$ cat src/rtl/flac_frame_scheduler.sv
// Walks one FLAC encoder across a long sample buffer, one frame of at most FRAME_SIZE samples at a time.
// Output bitstreams are packed back-to-back; each committed frame yields a one-cycle oFrameValid pulse.
module flac_frame_scheduler #(
  parameter int FRAME_SIZE = 32,
  parameter int RST_CYCLES = 2,
  parameter int TIMEOUT    = 65535
) (
  input  logic        iClock,
  input  logic        iReset,
  input  logic        iStart,
  input  logic [15:0] iTotalSamples,
  input  logic [15:0] iInBase,
  input  logic [15:0] iOutBase,
  input  logic        iAbort,
  output logic        oEncReset,
  output logic [15:0] oNumSamples,
  output logic [15:0] oIAddrStart,
  output logic [15:0] oOAddrStart,
  input  logic        iEncDone,
  input  logic [15:0] iEncOAddr,
  output logic        oFrameValid,
  output logic [15:0] oFrameIdx,
  output logic [15:0] oFrameEnd,
  output logic        oBusy,
  output logic        oJobDone,
  output logic        oError
);

  localparam logic [15:0] FrameLen = 16'(FRAME_SIZE);
  localparam logic [15:0] RstLast  = 16'(RST_CYCLES - 1);
  localparam logic [15:0] RunLast  = 16'(TIMEOUT - 1);

  typedef enum logic [2:0] {IDLE, LAUNCH, ARM, RUN, COMMIT} stateT;

  stateT       state;
  logic [15:0] remaining;
  logic [15:0] frameIdx;
  logic [15:0] cnt;

  function automatic logic [15:0] frameLen(input logic [15:0] rem);
    return (rem > FrameLen) ? FrameLen : rem;
  endfunction

  // oNumSamples/oIAddrStart/oOAddrStart double as the frame length and the input/output pointers.
  always_ff @(posedge iClock or negedge iReset) begin
    if (!iReset) begin
      state       <= IDLE;
      remaining   <= '0;
      frameIdx    <= '0;
      cnt         <= '0;
      oEncReset   <= 1'b1;
      oNumSamples <= '0;
      oIAddrStart <= '0;
      oOAddrStart <= '0;
      oFrameValid <= 1'b0;
      oFrameIdx   <= '0;
      oFrameEnd   <= '0;
      oBusy       <= 1'b0;
      oJobDone    <= 1'b0;
      oError      <= 1'b0;
    end else begin
      oFrameValid <= 1'b0;
      oJobDone    <= 1'b0;
      if (state != IDLE && iAbort) begin
        state     <= IDLE;
        oEncReset <= 1'b1;
        oBusy     <= 1'b0;
      end else begin
        case (state)
          IDLE: begin
            if (iStart) begin
              oError <= 1'b0;
              if (iTotalSamples == 16'd0) begin
                oJobDone <= 1'b1;
              end else begin
                remaining   <= iTotalSamples;
                oNumSamples <= frameLen(iTotalSamples);
                oIAddrStart <= iInBase;
                oOAddrStart <= iOutBase;
                frameIdx    <= '0;
                cnt         <= '0;
                oBusy       <= 1'b1;
                state       <= LAUNCH;
              end
            end
          end
          LAUNCH: begin
            if (cnt == RstLast) begin
              cnt       <= '0;
              oEncReset <= 1'b0;
              state     <= ARM;
            end else begin
              cnt <= cnt + 16'd1;
            end
          end
          // A done still high from the previous frame is deliberately not looked at here.
          ARM: begin
            cnt   <= '0;
            state <= RUN;
          end
          RUN: begin
            if (iEncDone) begin
              oFrameValid <= 1'b1;
              oFrameIdx   <= frameIdx;
              oFrameEnd   <= iEncOAddr;
              if (iEncOAddr == 16'hFFFF) oError <= 1'b1;
              else if (remaining == oNumSamples) oJobDone <= 1'b1;
              state <= COMMIT;
            end else if (TIMEOUT != 0 && cnt == RunLast) begin
              oError    <= 1'b1;
              oEncReset <= 1'b1;
              oBusy     <= 1'b0;
              state     <= IDLE;
            end else begin
              cnt <= cnt + 16'd1;
            end
          end
          COMMIT: begin
            remaining   <= remaining - oNumSamples;
            frameIdx    <= frameIdx + 16'd1;
            oIAddrStart <= oIAddrStart + oNumSamples;
            oOAddrStart <= oFrameEnd + 16'd1;
            oEncReset   <= 1'b1;
            cnt         <= '0;
            if (oFrameEnd == 16'hFFFF || remaining == oNumSamples) begin
              oBusy <= 1'b0;
              state <= IDLE;
            end else begin
              oNumSamples <= frameLen(remaining - oNumSamples);
              state       <= LAUNCH;
            end
          end
          default: state <= IDLE;
        endcase
      end
    end
  end

endmodule

$ cat config.mk
export PLATFORM = sky130hd
export DESIGN_NAME = flac_frame_scheduler
export DESIGN_NICKNAME = d
export VERILOG_FILES = /design/src/rtl/flac_frame_scheduler.sv
export SDC_FILE = /design/constraint.sdc
export NUM_CORES = 1
export LEC_CHECK = 0
export ABC_AREA = 1
export CORE_UTILIZATION = 30
export CTS_BUF_LIST = sky130_fd_sc_hd__clkbuf_4 sky130_fd_sc_hd__clkbuf_8
export DETAILED_ROUTE_END_ITERATION = 10
export RECOVER_POWER = 100
export SYNTH_ARGS = -nofsm -noshare
export SYNTH_HDL_FRONTEND = slang
export SYNTH_SLANG_ARGS = --single-unit
$ cat constraint.sdc
create_clock -name iClock -period 6.9 [get_ports iClock]
set_input_delay 1.38 -clock iClock [delete_from_list [all_inputs] [get_ports iClock]]
set_output_delay 1.38 -clock iClock [all_outputs]
set_load 0.01 [all_outputs]
==> results.yml <==
timing:
  layout_min_cycle_time_ns: 5.33
  drv_slew: 158
  fin_tns_setup_ns: 0
  rsz0062_at_grt: "no"
  finalSetupViolCount: 0
  whs_ns: 0.481
  hold_viol: 0
  worst_slack_ns: 1.57
  fmax_ghz: 0.188
  worst_pin_slew_ns: 2.01
  max-slew-margin-rel: -0.341
  fin_worst_skew_ns: 0.0190
  period_share: 0.772
global_route:
  grt_max_degree: 101
  overflow: 0
  grt_util_all_layers: 0.185
  antenna_found_initial: 0
  grt_pass1_vias: 7858
  grt_pass1_wl_um: 42300
worst_setup_path:
  cpPeakStageDelay_ns: 1.02
  crit_buf_inv: 3
  critical_path.max_fanout: 71
  reg2reg_depth: 14
  start_kind: "input pin"
  worstSetupPathType: "input pin to flop"
  crit_arrival_ns: 5.64
  crit_path_start: "iTotalSamples[1]"
  crit_path_top_delay_cell: "inv_1"
  worst_setup_path_end_kind: "flop"
  worstPathCellList: "dlygate4sd3_1 -> nor4_1 -> nand4_1 -> nand2_2 -> buf_4 -> inv_1 -> nand2_1 -> nand2_4 -> nand3_1 -> o21ai_0"
  critPathRequiredTime_ns: 7.22
  ff2ff_setup_slack_ns: 2.55
  reg2reg_to: "oNumSamples[4]"
  cp_top_family: "buffers and inverters"
  r2r-start: "state[0]"
  cp.depth: 10
  worstSetupEndpoint: "oNumSamples[5]"
routing:
  drt-initial-drc-count: 545
  drc: 0
  vias_per_cell: 4.87
  vias: 8429
  wl_per_cell_um: 15.5
  antenna_left: 0
  wl_um: 26900
  dr.pass1.iters: 5
clock_network:
  postCtsSetupBuffers: 0
  clock-sinks: 136
  cts_hold_buffers: 0
  clock_path_buffers: 2
  clock-root-buffer: "clkbuf_8"
  cts_buffers: 17
  worst_skew_pair.late_latency_ns: 0.46
  cts_resized: 0
  cts_tree: "built"
  htreeDepth: 4
  clkTransAtPathRegs_ns: 0.08
synth:
  synth_area_mm2: 0.00870
  ys_types: 44
  synth_most_common_cell: "nand2_1"
  synthTopCellsByCount: "nand2_1 (305), inv_1 (152), dfrtp_1 (135)"
  synthCells: 1205
  yosysTopAreaCellShare: 0.388
  synth.avg_cell_area_um2: 7.22
  synthFlopType: "dfrtp_1"
  ys_async_sr_fraction: 1.00
  syn-num-nets: 1311
  seq_area_frac_synth: 0.392
  synth_seq_cells: 136
  netlist_top_cells_area: "dfrtp_1 (39%), nand2_1 (13%), inv_1 (6.6%)"
  synth_edf_count: 0
  synth_warnings: 0
  synth_area_leader_cell: "dfrtp_1"
power:
  p_leak_nw: 5.17
  powerDensity_mw_per_mm2: 398
  ir_drop_uv: 167
  totalPowerFinal_w: 0.00436
hold_path:
  hold_class: "flop to flop"
  min_path_cells: 2
outcome:
  violations: "max-capacitance violations, max-slew violations"
  outcome: "finished with violations"
layout:
  drive_above_1_share: 0.0347
  syn2layout_area_growth_pct: 26.1
  antenna_cells: 0
  nets: 1448
die:
  row_count: 61
  io_pins: 154
  coreArea_mm2: 0.0282
  initial_core_util: 0.309
  fp.dieW_um: 172
  die_area_mm2: 0.0297
  die-height_um: 172
placement:
  hpwlAfterDp_um: 20200
  place_ws_ns: 1.83
  io_buffers: 153
  globalplace.congestion: 0.926
flow_run:
  cap_violations: 3
[layout by cell type (no fill, tap or decap), types with 2 or more instances in the layout]
cell	instances
a21oi_1	82
a31oi_1	8
buf_4	2
bufinv_16	4
clkbuf_8	19
clkdlybuf4s50_1	65
clkinv_4	3
clkinvlp_4	2
dfrtp_1	135
dlygate4sd3_1	87
fa_1	2
ha_1	35
inv_1	156
inv_2	3
nand2_1	306
nand2_4	2
nand3_1	65
nand3b_1	8
nand4_1	24
nor2_1	118
nor2_4	2
nor3_1	30
nor4_1	9
o211ai_1	11
o21a_1	2
o21ai_0	96
o21bai_1	5
o22ai_1	2
o31ai_1	9
or2_1	2
xnor2_1	7
xor2_1	34
[per-layer routing]
metal | vias up | share of wire | GRT usage
met3 | 16 | 0.062 | 0.0380
li1 | 4204 | - | -
met4 | 0 | 0.0091 | 0.0408
met5 | - | 0 | 0
met1 | 3971 | 0.49 | 0.268
met2 | 238 | 0.44 | 0.280
[metrics by stage]
| step | cells | cell area, µm² | util |
|---|---|---|---|
| 2_1_floorplan | 1205 | 8700 | - |
| 3_3_place_gp | 1701 | 10500 | 0.375 |
| 3_5_place_dp | 1701 | 10500 | 0.375 |
| 4_1_cts | 1731 | 11000 | 0.390 |
| 5_1_grt | 1731 | 11000 | 0.389 |
| 6_report | 1731 | 11000 | 0.389 |
[worst reg2reg max path, cell delays in order (launching register included)]
cell	delay (ns)
dfrtp_1	0.43
nor2_4	0.18
inv_2	0.11
nor2_8	0.12
inv_2	0.08
nand2_4	0.11
nand2_1	0.11
nor2_2	0.10
nand2_2	0.05
buf_4	0.34
inv_1	1.45
nand2_1	0.55
nand2_4	0.40
o21a_1	0.17
a21oi_1	0.05
[where the power goes]
group | internal (W) | switching, W
sequential | 0.00106 | 0.000241
combinational | 0.000889 | 0.00142
clock | 0.000416 | 0.000333
total | 0.00236 | 0.00200
[logic make-up after synthesis]
logic type | count (synthesis) | synth area share
AO/OA/AOI/OAI | 220 | 0.137
XOR/XNOR | 41 | 0.0413
adder cells (fa/ha/maj) | 37 | 0.0550
buffers and inverters | 197 | 0.0899
flip-flops | 136 | 0.392
AND/OR/NAND/NOR | 574 | 0.285
[final cells by class]
type | instances | area [µm²]
clock inverter | 10 | 170
tap | 378 | 473
timing repair buffer | 156 | 1550
clock buffer | 20 | 269
multi-input combinational | 872 | 4500
sequential | 136 | 3400
inverter | 159 | 597
fill | 2921 | 17200
[flip-flops by register name, indices dropped and copies added (netlist names), 3 cells and up]
name / flops
cnt: 16
frameIdx: 16
oFrameEnd: 16
oFrameIdx: 16
oIAddrStart: 16
oNumSamples: 16
oOAddrStart: 16
remaining: 16
state: 3
[how the worst min path moves through the flow]
stage	endpoint	startpoint
6_report	oOAddrStart[7]	oOAddrStart[7]
5_1_grt	oOAddrStart[8]	oOAddrStart[8]
4_1_cts	oOAddrStart[7]	oOAddrStart[7]
3_5_place_dp	oOAddrStart[7]	oOAddrStart[7]
3_3_place_gp	frameIdx[15]	frameIdx[15]
2_1_floorplan	frameIdx[15]	frameIdx[15]
Power figures use the tool's default switching activity.
